`src/rtl/agex_muldiv_ctrl.sv`:
```
// Iterative RV32M sequencer: radix-2 shift-add multiply, restoring divide.
// One op at a time; holds AGEX via stall_AGEX while iterating; flush kills the op in flight.
module agex_muldiv_ctrl #(
  parameter int DBITS     = 32,
  parameter int REGNOBITS = 5,
  parameter int CNTBITS   = 6
) (
  input  logic                 clk,
  input  logic                 reset,
  input  logic                 req_valid,
  input  logic [2:0]           req_op,
  input  logic [DBITS-1:0]     req_rs1,
  input  logic [DBITS-1:0]     req_rs2,
  input  logic [REGNOBITS-1:0] req_rd,
  input  logic                 flush,
  output logic                 req_ready,
  output logic                 stall_AGEX,
  output logic                 resp_valid,
  output logic [DBITS-1:0]     resp_result,
  output logic [REGNOBITS-1:0] resp_rd
);

  typedef enum logic [1:0] {S_IDLE, S_CALC, S_FIX, S_DONE} state_t;

  localparam logic [DBITS-1:0] MIN_VAL = {1'b1, {(DBITS-1){1'b0}}};

  state_t                 state_q, state_d;
  logic [CNTBITS-1:0]     cnt_q, cnt_d;
  logic [2:0]             op_q, op_d;
  logic [REGNOBITS-1:0]   rd_q, rd_d;
  logic [DBITS-1:0]       opnd_q, opnd_d;
  logic [2*DBITS-1:0]     acc_q, acc_d;
  logic                   neg_q, neg_d, neg_rem_q, neg_rem_d;
  logic                   resp_valid_q, resp_valid_d;
  logic [DBITS-1:0]       resp_result_q, resp_result_d;
  logic [REGNOBITS-1:0]   resp_rd_q, resp_rd_d;

  logic                   sign1, sign2, div_zero, div_ovf;
  logic [DBITS-1:0]       mag1, mag2;
  logic [DBITS:0]         mul_sum, div_diff;
  logic [2*DBITS:0]       div_shl;
  logic [2*DBITS-1:0]     mul_next, div_next, prod_fix;
  logic [DBITS-1:0]       quo_fix, rem_fix, fix_result;

  always_comb begin
    // Signedness per op: MUL/MULH both, MULHSU rs1 only, MULHU none; DIV/REM signed, DIVU/REMU not.
    sign1    = req_rs1[DBITS-1] & (req_op[2] ? ~req_op[0] : (req_op != 3'd3));
    sign2    = req_rs2[DBITS-1] & (req_op[2] ? ~req_op[0] : ~req_op[1]);
    mag1     = sign1 ? ({DBITS{1'b0}} - req_rs1) : req_rs1;
    mag2     = sign2 ? ({DBITS{1'b0}} - req_rs2) : req_rs2;
    div_zero = (req_rs2 == {DBITS{1'b0}});
    div_ovf  = ~req_op[0] && (req_rs1 == MIN_VAL) && (req_rs2 == {DBITS{1'b1}});

    // acc holds {partial product, multiplier} or {remainder, dividend/quotient}.
    mul_sum  = {1'b0, acc_q[2*DBITS-1:DBITS]} + (acc_q[0] ? {1'b0, opnd_q} : {(DBITS+1){1'b0}});
    mul_next = {mul_sum, acc_q[DBITS-1:1]};
    div_shl  = {acc_q, 1'b0};
    div_diff = div_shl[2*DBITS:DBITS] - {1'b0, opnd_q};
    div_next = div_diff[DBITS] ? div_shl[2*DBITS-1:0]
                               : {div_diff[DBITS-1:0], div_shl[DBITS-1:1], 1'b1};

    prod_fix = neg_q ? ({(2*DBITS){1'b0}} - acc_q) : acc_q;
    quo_fix  = neg_q ? ({DBITS{1'b0}} - acc_q[DBITS-1:0]) : acc_q[DBITS-1:0];
    rem_fix  = neg_rem_q ? ({DBITS{1'b0}} - acc_q[2*DBITS-1:DBITS]) : acc_q[2*DBITS-1:DBITS];
    if (!op_q[2])
      fix_result = (op_q == 3'd0) ? prod_fix[DBITS-1:0] : prod_fix[2*DBITS-1:DBITS];
    else
      fix_result = op_q[1] ? rem_fix : quo_fix;
  end

  always_comb begin
    state_d       = state_q;
    cnt_d         = cnt_q;
    op_d          = op_q;
    rd_d          = rd_q;
    opnd_d        = opnd_q;
    acc_d         = acc_q;
    neg_d         = neg_q;
    neg_rem_d     = neg_rem_q;
    resp_valid_d  = 1'b0;
    resp_result_d = resp_result_q;
    resp_rd_d     = resp_rd_q;
    case (state_q)
      S_IDLE: begin
        if (req_valid && !flush) begin
          op_d      = req_op;
          rd_d      = req_rd;
          neg_d     = sign1 ^ sign2;
          neg_rem_d = sign1;
          cnt_d     = {CNTBITS{1'b0}};
          opnd_d    = req_op[2] ? mag2 : mag1;
          acc_d     = {{DBITS{1'b0}}, (req_op[2] ? mag1 : mag2)};
          if (req_op[2] && (div_zero || div_ovf)) begin
            state_d       = S_DONE;
            resp_valid_d  = 1'b1;
            resp_rd_d     = req_rd;
            if (div_zero)
              resp_result_d = req_op[1] ? req_rs1 : {DBITS{1'b1}};
            else
              resp_result_d = req_op[1] ? {DBITS{1'b0}} : MIN_VAL;
          end else begin
            state_d = S_CALC;
          end
        end
      end
      S_CALC: begin
        acc_d = op_q[2] ? div_next : mul_next;
        cnt_d = cnt_q + CNTBITS'(1);
        if (cnt_q == CNTBITS'(DBITS-1))
          state_d = S_FIX;
      end
      S_FIX: begin
        state_d       = S_DONE;
        resp_valid_d  = 1'b1;
        resp_result_d = fix_result;
        resp_rd_d     = rd_q;
      end
      default: state_d = S_IDLE;
    endcase
    if (flush) begin
      state_d      = S_IDLE;
      resp_valid_d = 1'b0;
    end
  end

  always_ff @(posedge clk) begin
    if (reset) begin
      state_q       <= S_IDLE;
      cnt_q         <= '0;
      op_q          <= '0;
      rd_q          <= '0;
      opnd_q        <= '0;
      acc_q         <= '0;
      neg_q         <= 1'b0;
      neg_rem_q     <= 1'b0;
      resp_valid_q  <= 1'b0;
      resp_result_q <= '0;
      resp_rd_q     <= '0;
    end else begin
      state_q       <= state_d;
      cnt_q         <= cnt_d;
      op_q          <= op_d;
      rd_q          <= rd_d;
      opnd_q        <= opnd_d;
      acc_q         <= acc_d;
      neg_q         <= neg_d;
      neg_rem_q     <= neg_rem_d;
      resp_valid_q  <= resp_valid_d;
      resp_result_q <= resp_result_d;
      resp_rd_q     <= resp_rd_d;
    end
  end

  // A flush landing in the DONE cycle must still suppress the strobe.
  assign resp_valid  = resp_valid_q & ~flush;
  assign resp_result = resp_result_q;
  assign resp_rd     = resp_rd_q;
  assign req_ready   = (state_q == S_IDLE);
  assign stall_AGEX  = (state_q == S_CALC) || (state_q == S_FIX) ||
                       ((state_q == S_IDLE) && req_valid && !flush);

endmodule

```
`config.mk`:
```
export PLATFORM = sky130hd
export DESIGN_NAME = agex_muldiv_ctrl
export DESIGN_NICKNAME = d
export VERILOG_FILES = /design/src/rtl/agex_muldiv_ctrl.sv
export SDC_FILE = /design/constraint.sdc
export NUM_CORES = 1
export LEC_CHECK = 0
export BUFFER_PORTS_ARGS = -buffer_cell sky130_fd_sc_hd__buf_4
export CORE_ASPECT_RATIO = 1.4
export CORE_MARGIN = 4
export CORE_UTILIZATION = 50
export CTS_BUF_LIST = sky130_fd_sc_hd__clkbuf_4
export DETAILED_ROUTE_END_ITERATION = 10
export PLACE_DENSITY = 0.68
export SLEW_MARGIN = 20
export SYNTH_ARGS = -nofsm -noshare
export SYNTH_HDL_FRONTEND = slang
export SYNTH_SLANG_ARGS = --single-unit
```
`constraint.sdc`:
```
create_clock -name clk -period 3.5 [get_ports clk]
set_clock_uncertainty 0.1 [all_clocks]
set_input_delay 0.175 -clock clk [delete_from_list [all_inputs] [get_ports clk]]
set_output_delay 0.175 -clock clk [all_outputs]
set_load 0.01 [all_outputs]
```
Word-level counts from Yosys, hierarchy flattened
Cells that the tools add are included.
{"block": "op_classes", "n_addsub": 8, "eq_ne": 9, "n_mux": 35, "bitwise_logic": 7, "n_reduce_logical": 20}
{"operator": "2-to-1 mux 32 bit", "n": 15}
{"operator": "2-to-1 mux 64 bit", "n": 4}
{"operator": "case mux 64 bit (2 select lines)", "n": 1}
{"operator": "subtractor 1 x 32 -> 32 bit, first input constant", "n": 4}
{"operator": "equality test 32 bit, second input constant", "n": 2}
{"operator": "case mux 32 bit (2 select lines)", "n": 1}
{"operator": "subtractor 1 x 64 -> 64 bit, first input constant", "n": 1}
{"operator": "adder 32 x 32 -> 33 bit", "n": 1}
{"operator": "subtractor 33 x 32 -> 33 bit", "n": 1}
{"operator": "zero test 32 bit", "n": 1}
{"operator": "case mux 6 bit (2 select lines)", "n": 1}
{"operator": "2-to-1 mux 5 bit", "n": 2}
{"operator": "case mux 5 bit (2 select lines)", "n": 1}
{"operator": "adder 6 x 1 -> 6 bit, second input constant", "n": 1}
{"operator": "equality test 6 x 5 -> 1 bit, second input constant", "n": 1}
{"operator": "logical AND 1 bit", "n": 6}
{"operator": "2-to-1 mux 2 bit", "n": 3}
{"operator": "2-to-1 mux 6 bit", "n": 1}
{"operator": "case mux 2 bit (3 select lines)", "n": 1}
{"operator": "AND reduction 2 bit", "n": 3}
{"operator": "2-to-1 mux 1 bit", "n": 4}
{"operator": "inequality test 2 x 1 -> 1 bit, second input constant", "n": 2}
{"operator": "nonzero test 2 bit", "n": 2}
{"operator": "AND 1 bit", "n": 3}
{"operator": "13 further kinds", "n": 17}
{"block": "word_totals", "ff_bits": 152, "out_inout_bits": 40}

Depth between registers and ports, before layout
Gate-level depths: netlist (run 1).
{"block": "depth", "depth_word": 8, "mapped_depth": 14}

Worst setup path before layout (run 1)
Ideal clock, no wire load.
{"block": "synth_path", "kind": "reg2reg", "startpoint": "register acc_q[32]", "endpoint": "register acc_q[49]", "setup_ns": 0.130, "arrival_ns": 3.010, "path_slack_ns": 0.260, "path_stages_with_launch": 14, "n_path_buf": 3, "synth_period_minus_slack_ns": 3.240, "cell_sequence": "dfxtp_1 > clkbuf_1 > inv_1 > fa_1 > nor2b_1 > o31ai_1 > a311o_1 > a21oi_1 > o41ai_1 > nor2_1 > buf_2 > buf_1 > mux2i_1 > o21ai_0"}
{"block": "synth_between", "elab_chain_cells": 4, "word_cells_on_any_way": 5, "cone_classes": "add/sub: 2; mux: 3"}
{"element": "from (decl)", "line_no": "32", "rtl": "logic [2*DBITS-1:0] acc_q, acc_d;"}
{"element": "from (signal assigned)", "line_no": "133", "rtl": "acc_q <= '0;"}
{"element": "from (signal assigned)", "line_no": "145", "rtl": "acc_q <= acc_d;"}
{"element": "subtractor 33 x 32 -> 33 bit", "line_no": "58", "rtl": "div_diff = div_shl[2*DBITS:DBITS] - {1'b0, opnd_q};"}
{"element": "2-to-1 mux 64 bit", "line_no": "59", "rtl": "div_next = div_diff[DBITS] ? div_shl[2*DBITS-1:0]"}
{"element": "2-to-1 mux 64 bit (*)", "line_no": "107", "rtl": "acc_d = op_q[2] ? div_next : mul_next;"}
{"element": "case mux 64 bit (2 select lines) (*)", "line_no": "83", "rtl": "case (state_q)"}
Every way passes the cells marked *; elsewhere a longest branch is shown, timed or not.
A chain may end at the register's enable or synchronous reset.

Worst setup path in the final report (run 1)
{"block": "layout_path", "startpoint": "register acc_q[3]", "endpoint": "register resp_result_q[3] (netlist: resp_result[3])"}
{"block": "layout_between", "elab_chain_cells": 5, "word_cells_on_any_way": 8, "cone_classes": "add/sub: 2; mux: 6"}
{"element": "subtractor 1 x 64 -> 64 bit or subtractor 1 x 32 -> 32 bit (tied branches)", "line_no": "62, 63"}
{"element": "2-to-1 mux 64 bit or 2-to-1 mux 32 bit (tied branches)", "line_no": "62, 63"}
{"element": "2-to-1 mux 32 bit (on tied branches)", "line_no": "66, 68"}
{"element": "2-to-1 mux 32 bit (*)", "line_no": "65", "rtl": "if (!op_q[2])"}
{"element": "case mux 32 bit (2 select lines) (*)", "line_no": "83"}
{"element": "to (signal assigned)", "line_no": "149", "rtl": "resp_result_q <= resp_result_d;"}
{"element": "to (decl)", "line_no": "35", "rtl": "logic [DBITS-1:0] resp_result_q, resp_result_d;"}
Marked as above.

==> out/summary.log, run 1 <==
[setup_path] critical path endpoint category flop
[routing] via-per-instance ratio 6.29
[final_layout] Final Net Count 2,561
[yosys] area of the mapped netlist 15,400 sq um
[yosys] number of distinct standard cells referenced by the synthesized netlist 75
[floorplan] Top Ports 116
[yosys] top cells by count, synth sky130_fd_sc_hd__nor2_1, sky130_fd_sc_hd__nand2_1, sky130_fd_sc_hd__a21oi_1
[setup_path] CP startpoint kind flop
[clocking] TritonCTS clock tree yes
[pwr] power density relative to cell area 257 nW/um^2
[timing] Worst Tran Pin Value 0.970 ns
[yosys] number of nets in the synthesized netlist 2,328
[yosys] part of the Yosys area used for sequential elements 19.7%
[yosys] Async SR Flop Fraction 0%
[timing] hold violation count in the final report 0
[clocking] cts bufs inserted 17
[hold_path] number of cells on the worst hold path 6
[setup_path] largest fanout on the critical path 7
[placement] total cell area at the placement stage 17,500 sq um
[yosys] main flop type after synthesis sky130_fd_sc_hd__dfxtp_1
[yosys] flops & latches, synth 152
[final_layout] signed area change from the synthesized netlist to the final layout 21.8%
[outcome] result of the run completed
[yosys] cells after synthesis 2,176
[pwr] maximum vdd ir drop 241 uV
[placement] final weighted congestion in routability-driven placement 1.07
[routing] Post-Route WL 63,400 um
[grt] overflow left after global routing 0
[setup_path] FF-to-FF path depth 10
[routing] number of violations reported at the end of detailed-routing iteration 0 1,755
[final_layout] Post-Layout Inst Area 18,800 sq um
[grt] vias in the first global route 16.9k
[timing] maximum operating frequency 0.289 GHz
[floorplan] die footprint 33,800 sq um
[floorplan] starting density of the core 51.1%
[clocking] buffer cell driving the clock tree root sky130_fd_sc_hd__clkbuf_4
[yosys] EDFF count, synth 0
[timing] final-report max-slew violation count 0
[routing] detail-routed net length per standard cell 22.6 um
[setup_path] Arr. time, crit path 3.91 ns
[grt] Total GRT Usage 36.7%
[final_layout] share of cells above drive strength 1 16.3%
[timing] Slew Limit Headroom 34.9%
[routing] total via count in the routed design 17.7k
[yosys] top-count cell post-synth sky130_fd_sc_hd__nor2_1
[clocking] CTS H-tree lvls 4
[grt] initial antenna violation count 2
[setup_path] kind of critical path reg -> reg
[routing] Final ANT Viol Nets 0
[yosys] area share of the leading cell type in the synthesized netlist 19.7%
[grt] first-pass GRT wire length 97,000 um
[floorplan] floorplan die height 216 um
[yosys] number of warnings issued by yosys 0
[clocking] clock latency of the later-clocked register in the worst-skew pair 0.64 ns
[yosys] cell type with the highest aggregate area in the netlist sky130_fd_sc_hd__dfxtp_1
[yosys] Mapped Avg Cell Area 7.09 sq um
[hold_path] min-delay worst type in -> reg
[floorplan] die span in x 156 um
[yosys] most area-consuming cells after synthesis sky130_fd_sc_hd__dfxtp_1, sky130_fd_sc_hd__ha_1, sky130_fd_sc_hd__nor2_1, sky130_fd_sc_hd__xnor2_1, sky130_fd_sc_hd__nand2_1
[grt] pin count of the biggest net entering global routing 75
[setup_path] CP required 3.96 ns
[final_layout] Final Util 62.2%
[clocking] Clock Path Buffers 2
[placement] detailed-placement wirelength estimate 49,800 um
[routing] remaining design rule violation count 0
[timing] post-route fraction of the period consumed by the critical path 98.8%
[floorplan] Std-Cell Core Area 30,200 sq um
[clocking] sinks on the clock net 152
[timing] final setup violation count 0
[routing] detailed-router iteration count before antenna repair 5
[timing] time the final worst path needs with I/O delays and setup 3.46 ns
[placement] number of input and output port buffers inserted 115
[clocking] clk slew on worst S/H paths 0.14 ns
[pwr] leakage power total 0.00766 uW
[floorplan] row count 75
[run] max-cap viol count 0
## layer usage
metal / global-route usage [%] / share of wire (%) / vias up / wire [um]
li1: - / - / 8395 / -
met1: 44.6 / 39 / 8282 / 24800
met2: 62.1 / 49 / 799 / 30800
met3: 4.41 / 6.1 / 178 / 3840
met4: 20.7 / 6.4 / 2 / 4040
met5: 0 / 0.019 / - / 12
## layout make-up
| class | instances | area (sq um) |
|---|---|---|
| multi-input cells | 1783 | 11600 |
| fillers | 2867 | 11400 |
| repair buffers | 383 | 3150 |
| flip-flops and latches | 152 | 3050 |
| well taps | 385 | 482 |
| inverters | 72 | 273 |
| clock buffers | 18 | 135 |
| clock inverters | 13 | 120 |
| diodes | 1 | 2.50 |
## metrics by stage
step | setup WS, ns | instances | hold WS [ns] | power, uW | setup TNS, ns
CTS | 0.0218 | 2801 | 0.00156 | 4810 | 0
finish | 0.0414 | 2807 | 0.110 | 4830 | 0
detailed placement | -0.0105 | 2680 | 0.313 | 3630 | -0.0202
global route | -0.0283 | 2807 | 0.0757 | 5070 | -0.0283
global placement | -0.00396 | 2680 | 0.310 | 3610 | -0.00396
floorplan | 0.260 | 2176 | 0.148 | 3000 | 0
## what timing repair did
item	CTS	global route
resized for setup	2	22
hold endpoints to repair	87	0
endpoints found under the setup margin	2	46
pin swaps	0	2
setup buffers	0	5
hold buffers	90	0
## worst max-delay path: stages (launching register included)
cell and delay [ns]:
sky130_fd_sc_hd__dfxtp_1 0.33, sky130_fd_sc_hd__or4_1 0.68, sky130_fd_sc_hd__nor4_4 0.42, sky130_fd_sc_hd__nand3_1 0.28, sky130_fd_sc_hd__o31ai_4 0.31, sky130_fd_sc_hd__a21boi_1 0.23, sky130_fd_sc_hd__xor2_1 0.09, sky130_fd_sc_hd__a221oi_1 0.46
sky130_fd_sc_hd__a211oi_1 0.10, sky130_fd_sc_hd__buf_4 0.21, sky130_fd_sc_hd__nor3_1 0.19
## where the power goes
group	total (uW)	leakage [uW]	internal (uW)	switching, uW
logic	1830	0.00628	771	1060
clock network	1090	0.000137	362	731
registers	1900	0.00124	1800	97.5
## path summary, 6_finish.rpt
kind / slack (ns) / startpoint / end
worst min-delay path: 0.11 / req_rs2[16] / acc_q[16]
worst max-delay path: 0.04 / acc_q[3] / resp_result[3]
worst max register to register: 0.04 / acc_q[3] / resp_result[3]
worst min register to register: 0.36 / opnd_q[12] / opnd_q[12]
## registers in the layout (all words and copies together) (netlist names)
name / cells
acc_q: 64
cnt_q: 6
neg_q: 1
neg_rem_q: 1
op_q: 3
opnd_q: 32
rd_q: 5
resp_rd: 5
resp_result: 32
resp_valid_q: 1
state_q: 2
## cell families after synthesis
| group | Yosys count | share of synthesized area [%] |
|---|---|---|
| AOI/OAI and AO/OA | 686 | 29.2 |
| xor gates and xnor gates | 193 | 11.0 |
| buffers and inverters | 241 | 5.98 |
| and+or+nand+nor | 749 | 22.6 |
| adders and majority gates | 76 | 6.26 |
| muxes | 79 | 5.28 |
| DFF | 152 | 19.7 |
## layout by cell type (no fill, tap or decap), drive strengths merged, types with 60 or more instances in the layout
cell type	count
ha	74
o21ai	157
a21oi	159
mux2i	60
dlygate4sd3	90
nor3	62
xor2	92
buf	293
nor2	241
nand2	221
a211oi	66
inv	74
xnor2	101
dfxtp	152
(Power assumes the default switching activity.)
==> inputs of run 2 (changes only) <==
PLACE_DENSITY = 0.71   (was 0.68)
clock period = 2.8 ns   (was 3.5 ns; I/O delays follow)
==> run 2 against run 1 <==
Effect of this change: the run now ends with setup timing left; register-to-register slack got worse by 0.35 ns; first-iteration DRC count rose by 3.2%; combinational power rose by 68%; die area did not move; sequential cell count did not move; global-route usage rose by 3.8 points; utilization rose by 13 points; critical path type unchanged; critical endpoint is now acc_q[51]; largest cell class unchanged.
==> out/summary.log, run 2 (same netlist as run 1, synthesis figures left out) <==
[outcome] violated checks setup timing
[final_layout] Post-Layout Inst Area 22,800 sq um [+21%]
[routing] Post-Route WL 72,100 um [+14%]
[final_layout] number of flip-flops in the largest register 64 [unchanged]
[floorplan] Std-Cell Core Area 30,200 sq um [unchanged]
[placement] number of input and output port buffers inserted 115 [unchanged]
[grt] GR Layer Usage met2 67.3% [+5.2 points]
[floorplan] die span in x 156 um [unchanged]
[floorplan] row count 75 [unchanged]
[setup_path] FF-to-FF path depth 13 [+3]
[clocking] CTS H-tree lvls 4 [unchanged]
[hold_path] Hold Path Origin req_rs2[5]
[grt] M3 GR Usage 6.21% [+1.8 points]
[final_layout] Final Net Count 2,884 [+13%]
[placement] total cell area at the placement stage 20,000 sq um [+14%]
[pwr] leakage power total 0.00960 uW [+25%]
[grt] met1 global-route usage 46.5% [+1.9 points]
[setup_path] endpoint of the lowest-slack register-to-register path acc_q[51]
[routing] total via count in the routed design 19.7k [+12%]
[routing] via-per-instance ratio 6.30 [+0.18%]
[setup_path] CP required 3.31 ns [-0.65 ns]
[final_layout] most flop-heavy register acc_q
[routing] remaining design rule violation count 0 [unchanged]
[routing] detail-routed net length per standard cell 23.0 um [+2.0%]
[floorplan] floorplan die height 216 um [unchanged]
[setup_path] worst reg-to-reg setup slack -0.31 ns [-0.35 ns]
[hold_path] min-delay worst type in -> reg
[grt] pin count of the biggest net entering global routing 61 [-19%]
[setup_path] Arr. time, crit path 3.61 ns [-0.30 ns]
[placement] detailed-placement wirelength estimate 54,200 um [+8.9%]
[clocking] cts bufs inserted 17 [unchanged]
[grt] Total GRT Usage 40.5% [+3.8 points]
[routing] detailed-router iteration count before antenna repair 6 [+1]
[timing] hold violation count in the final report 0 [unchanged]
[clocking] buffer cell driving the clock tree root sky130_fd_sc_hd__clkbuf_4
[hold_path] Worst Hold Path EP acc_q[5]
[timing] fin worst setup slack -0.306 ns [-0.347 ns]
[grt] overflow left after global routing 0 [unchanged]
[placement] DP Worst Slack -0.590 ns [-0.579 ns]
[setup_path] critical path endpoint category flop
[timing] final-report max-slew violation count 0 [unchanged]
[setup_path] worst r2r src opnd_q[0]
[clocking] sinks on the clock net 152 [unchanged]
[final_layout] share of cells above drive strength 1 34.4% [+18 points]
[outcome] result of the run complete, but fails checks
[timing] post-route fraction of the period consumed by the critical path 111% [+12 points]
[clocking] clock latency of the later-clocked register in the worst-skew pair 0.69 ns [+0.05 ns]
[clocking] clk slew on worst S/H paths 0.18 ns [+0.04 ns]
[grt] Top Usage Layer GRT met2
[clocking] TritonCTS clock tree yes
[grt] vias in the first global route 18.9k [+12%]
[grt] first-pass GRT wire length 107,000 um [+10%]
[floorplan] starting density of the core 51.1% [unchanged]
[placement] final weighted congestion in routability-driven placement 1.11 [+4.2%]
[pwr] power density relative to cell area 304 nW/um^2 [+18%]
[floorplan] Top Ports 116 [unchanged]
[clocking] Clock Path Buffers 2 [unchanged]
[final_layout] commonest cells after routing, fill and taps aside sky130_fd_sc_hd__buf_4, sky130_fd_sc_hd__nor2_1, sky130_fd_sc_hd__nand2_1, sky130_fd_sc_hd__a21oi_1, sky130_fd_sc_hd__dfxtp_1
[routing] number of violations reported at the end of detailed-routing iteration 0 1,812 [+3.2%]
[grt] initial antenna violation count 2 [unchanged]
[timing] time the final worst path needs with I/O delays and setup 3.11 ns [-0.353 ns]
[floorplan] die footprint 33,800 sq um [unchanged]
[hold_path] number of cells on the worst hold path 5 [-1]
[pwr] maximum vdd ir drop 268 uV [+12%]
[timing] final setup violation count 56 [+56]
[timing] maximum operating frequency 0.322 GHz [+11%]
[routing] Final ANT Viol Nets 0 [unchanged]
[timing] Worst Tran Pin Value 0.936 ns [-0.0345 ns]
[final_layout] signed area change from the synthesized netlist to the final layout 47.8%
[setup_path] kind of critical path reg -> reg
[final_layout] most frequent standard cell in the layout excluding fill and tap cells sky130_fd_sc_hd__buf_4
[run] max-cap viol count 0 [unchanged]
[setup_path] largest fanout on the critical path 7 [unchanged]
[timing] unrepaired setup endpoints after global routing true
[setup_path] CP startpoint kind flop
[timing] Slew Limit Headroom 37.2% [+2.3 points]
-- run 2: changes by cell type in the layout (fill, tap and decap cells not counted), sizes merged --
cell,delta
inv,+3
diode,+1
clkinv,+1
bufinv,-1
clkbuf,-1
dlygate4sd3,-20
clkinvlp,-1
buf,+343
-- run 2: power by group --
group | switching (uW) | internal, uW
Combinational | 1670 | 1410
Sequential | 81.7 | 2260
Clock | 1090 | 420
-- run 2: metrics by stage --
step	hold WS [ns]	power, uW	utilization (%)	instances	TNS (ns)
after floorplan	0.113	3770	-	2176	-0.0570
after global placement	0.269	4850	66.2	2991	-21.99
after detailed placement	0.275	4890	66.2	2991	-26.03
after CTS	0.00102	6650	72.4	3116	-9.43
after global routing	0.0684	7190	75.5	3132	-13.24
final	0.0312	6920	75.5	3132	-9.05
-- run 2: worst max path at each step --
| stage | from | end | slack (ns) | depth (start not counted) |
|---|---|---|---|---|
| finish | opnd_q[0] | acc_q[51] | -0.31 | 13 |
| detailed placement | acc_q[3] | resp_result[13] | -0.59 | 9 |
| CTS | opnd_q[0] | acc_q[51] | -0.31 | 12 |
| floorplan | opnd_q[11] | acc_q[51] | -0.06 | 11 |
| global placement | acc_q[3] | resp_result[13] | -0.53 | 9 |
| global route | opnd_q[0] | acc_q[42] | -0.35 | 14 |
-- run 2: cell type report --
class | instances | area (sq um)
clock inverters | 15 | 179
inverters | 72 | 278
repair buffers | 706 | 5730
well taps | 385 | 482
diodes | 2 | 5.00
multi-input cells | 1783 | 12900
fillers | 2278 | 7420
flip-flops and latches | 152 | 3080
clock buffers | 17 | 128
-- run 2: worst max-delay path, stage by stage, from the launching register on --
cell	delay (ns)
sky130_fd_sc_hd__dfxtp_2	0.36
sky130_fd_sc_hd__buf_6	0.11
sky130_fd_sc_hd__ha_4	0.15
sky130_fd_sc_hd__fa_2	0.39
sky130_fd_sc_hd__nor2b_4	0.14
sky130_fd_sc_hd__o31ai_2	0.09
sky130_fd_sc_hd__a311o_1	0.36
sky130_fd_sc_hd__a21oi_4	0.22
sky130_fd_sc_hd__o41ai_2	0.08
sky130_fd_sc_hd__buf_4	0.16
sky130_fd_sc_hd__nor2_4	0.14
sky130_fd_sc_hd__buf_12	0.17
sky130_fd_sc_hd__mux2_4	0.30
sky130_fd_sc_hd__a221o_1	0.28
-- run 2: metal layers --
layer  share of wire [%]  wire [um]
met5                   0          0
met4                 8.9       6430
met3                 7.1       5120
met2                  47      34200
met1                  37      26400
-- run 2: what timing repair did --
action,CTS,global route
resized for setup,180,179
pin swaps,91,131
gates cloned,1,0
buffers inserted,26,23
endpoints found under the setup margin,65,77
hold buffers,71,1
endpoints found under the hold margin,96,1
==> inputs of run 3 (changes only) <==
clock period = 2.6 ns   (was 2.8 ns; I/O delays follow)
==> run 3 against run 2 <==
Effect of this change: the flow still finishes with violations (setup timing); sequential share of layout area down 0.40 points; routed wire length up 2.0%; die area unchanged; cell area up 3.0%; maximum frequency up 0.81%; worst hold slack better by 0.0025 ns; critical path depth down 2; via count up 2.0%; clock-buffer cell count unchanged; power up 13%; clock power up 21%; critical endpoint is now resp_result[8].
==> out/summary.log, run 3 (same netlist as run 1, synthesis figures left out) <==
[clocking] cts bufs inserted 17 [unchanged]
[timing] final setup violation count 65 [+16%]
[grt] overflow left after global routing 0 [unchanged]
[clocking] clk slew on worst S/H paths 0.17 ns [about the same]
[routing] detailed-router iteration count before antenna repair 6 [unchanged]
[outcome] violated checks setup timing
[final_layout] Final Net Count 2,927 [+1.5%]
[timing] maximum operating frequency 0.325 GHz [+0.81%]
[timing] hold violation count in the final report 0 [unchanged]
[hold_path] number of cells on the worst hold path 6 [+1]
[timing] final-report max-slew violation count 0 [unchanged]
[final_layout] combined area of the multi-input logic cells 13,200 sq um [+2.1%]
[hold_path] min-delay worst type in -> reg
[placement] total cell area at the placement stage 20,600 sq um [+2.9%]
[floorplan] floorplan die height 216 um [unchanged]
[outcome] result of the run complete, but fails checks
[routing] Post-Route WL 73,600 um [+2.0%]
[pwr] leakage power total 0.00991 uW [+3.2%]
[routing] detail-routed net length per standard cell 23.2 um [+0.54%]
[final_layout] commonest cells after routing, fill and taps aside sky130_fd_sc_hd__buf_4, sky130_fd_sc_hd__nor2_1, sky130_fd_sc_hd__nand2_1, sky130_fd_sc_hd__dfxtp_1, sky130_fd_sc_hd__a21oi_1
[placement] number of cells after detailed placement 3,048 [+1.9%]
[setup_path] FF-to-FF path depth 11 [-2]
[timing] unrepaired setup endpoints after global routing true
[timing] fin worst setup slack -0.481 ns [-0.175 ns]
[setup_path] CP startpoint kind flop
[final_layout] most frequent standard cell in the layout excluding fill and tap cells sky130_fd_sc_hd__buf_4
[final_layout] share of cells above drive strength 1 37.2% [+2.8 points]
[floorplan] die footprint 33,800 sq um [unchanged]
[pwr] maximum vdd ir drop 293 uV [+9.1%]
[setup_path] Arr. time, crit path 3.52 ns [-0.09 ns]
[setup_path] critical path endpoint category flop
[placement] number of input and output port buffers inserted 115 [unchanged]
[routing] via-per-instance ratio 6.34 [+0.57%]
[floorplan] Top Ports 116 [unchanged]
[floorplan] row count 75 [unchanged]
[final_layout] signed area change from the synthesized netlist to the final layout 52.2%
[clocking] clock latency of the later-clocked register in the worst-skew pair 0.67 ns [-0.02 ns]
[grt] initial antenna violation count 4 [+2]
[timing] Slew Limit Headroom 42.1% [+4.9 points]
[routing] remaining design rule violation count 0 [unchanged]
[routing] total via count in the routed design 20.1k [+2.0%]
[grt] first-pass GRT wire length 110,000 um [+2.6%]
[setup_path] CP required 3.04 ns [-0.27 ns]
[clocking] buffer cell driving the clock tree root sky130_fd_sc_hd__clkbuf_4
[final_layout] fillcell total 2,162 [-5.1%]
[clocking] CTS H-tree lvls 4 [unchanged]
[timing] post-route fraction of the period consumed by the critical path 119% [+7.6 points]
[final_layout] most flop-heavy register acc_q
[routing] number of violations reported at the end of detailed-routing iteration 0 1,903 [+5.0%]
[pwr] power density relative to cell area 333 nW/um^2 [+9.6%]
[grt] pin count of the biggest net entering global routing 94 [+54%]
[final_layout] number of flip-flops in the largest register 64 [unchanged]
[timing] time the final worst path needs with I/O delays and setup 3.08 ns [-0.0249 ns]
[floorplan] die span in x 156 um [unchanged]
[setup_path] kind of critical path reg -> reg
[routing] Final ANT Viol Nets 0 [unchanged]
[floorplan] Std-Cell Core Area 30,200 sq um [unchanged]
[setup_path] largest fanout on the critical path 5 [-2]
[final_layout] Post-Layout Inst Area 23,500 sq um [+3.0%]
[clocking] TritonCTS clock tree yes
[grt] vias in the first global route 19.6k [+3.8%]
[final_layout] final cell count without fillers 3,176 [+1.4%]
[clocking] Clock Path Buffers 2 [unchanged]
[timing] Worst Tran Pin Value 0.863 ns [-0.0726 ns]
[placement] detailed-placement wirelength estimate 54,900 um [+1.3%]
[placement] final weighted congestion in routability-driven placement 1.04 [-6.7%]
[clocking] sinks on the clock net 152 [unchanged]
[floorplan] starting density of the core 51.1% [unchanged]
[grt] Total GRT Usage 41.3% [+0.85 points]
[run] max-cap viol count 0 [unchanged]
[final_layout] register area 3080 sq um [about the same]
run 3: cell types whose count changed in the layout (fill, tap and decap cells not counted), moves of 7 or more:
cell	previous run	this run
sky130_fd_sc_hd__buf_4	592	635
sky130_fd_sc_hd__dlygate4sd3_1	70	49
sky130_fd_sc_hd__buf_6	34	49
sky130_fd_sc_hd__ha_1	68	57
sky130_fd_sc_hd__nor2_1	232	224
sky130_fd_sc_hd__ha_4	6	13
run 3: worst paths after layout:
path	endpoint	slack (ns)	from
worst max-delay path	resp_result[8]	-0.48	acc_q[6]
worst min-delay path	opnd_q[21]	0.03	req_rs1[21]
worst max register to register	resp_result[8]	-0.48	acc_q[6]
worst min register to register	opnd_q[8]	0.37	opnd_q[8]
run 3: routing by layer:
layer  vias up  wire length [um]  global-route usage, %
met1      9455             26000                   46.6
met3       376              5780                   6.63
met5         -                13                      0
met4         2              6560                   27.9
li1       9110                 -                      -
met2      1185             35200                   70.6
run 3: through the flow:
step                hold slack (ns)  setup WS, ns  utilization [%]  setup TNS, ns  power [uW]
floorplan                     0.103        -0.244                -          -4.69        4110
global placement              0.259        -0.625             68.1         -31.15        5340
detailed placement            0.258        -0.638             68.1         -33.49        5390
CTS                        0.000858        -0.508             73.9         -19.70        7440
global route                 0.0305        -0.568             77.7         -27.62        8110
finish                       0.0337        -0.481             77.7         -22.10        7820
run 3: what timing repair did:
action | 4_1_cts | 5_1_grt
gates resized for setup | 181 | 224
setup endpoints to repair | 66 | 74
buffers inserted | 32 | 22
hold buffers | 49 | 0
gates cloned | 0 | 2
pin swaps | 87 | 125
hold endpoints to repair | 80 | 0
run 3: final cells by class:
cell class	count	area share [%]
clock buffer	17	0.543
clock inverter	15	0.868
multi-input combinational	1783	56.1
sequential	152	13.1
antenna	3	0.0320
timing repair buffer	749	26.1
tap	385	2.05
inverter	72	1.20
run 3: where the power goes:
| group | switching (uW) | internal [uW] | total (uW) |
|---|---|---|---|
| Combinational | 1890 | 1600 | 3490 |
| Sequential | 86.1 | 2430 | 2510 |
| Clock | 1110 | 709 | 1820 |
run 3: worst max-delay path, cell delays in order (launching register included):
cell and delay, ns:
sky130_fd_sc_hd__dfxtp_2 0.35, sky130_fd_sc_hd__or4_4 0.58, sky130_fd_sc_hd__buf_6 0.15, sky130_fd_sc_hd__nor4_4 0.35, sky130_fd_sc_hd__nand4_1 0.22, sky130_fd_sc_hd__buf_6 0.20, sky130_fd_sc_hd__o41ai_4 0.22, sky130_fd_sc_hd__xor2_1 0.20
sky130_fd_sc_hd__nor2_1 0.08, sky130_fd_sc_hd__nor4b_2 0.27, sky130_fd_sc_hd__buf_4 0.22, sky130_fd_sc_hd__nor3_2 0.05
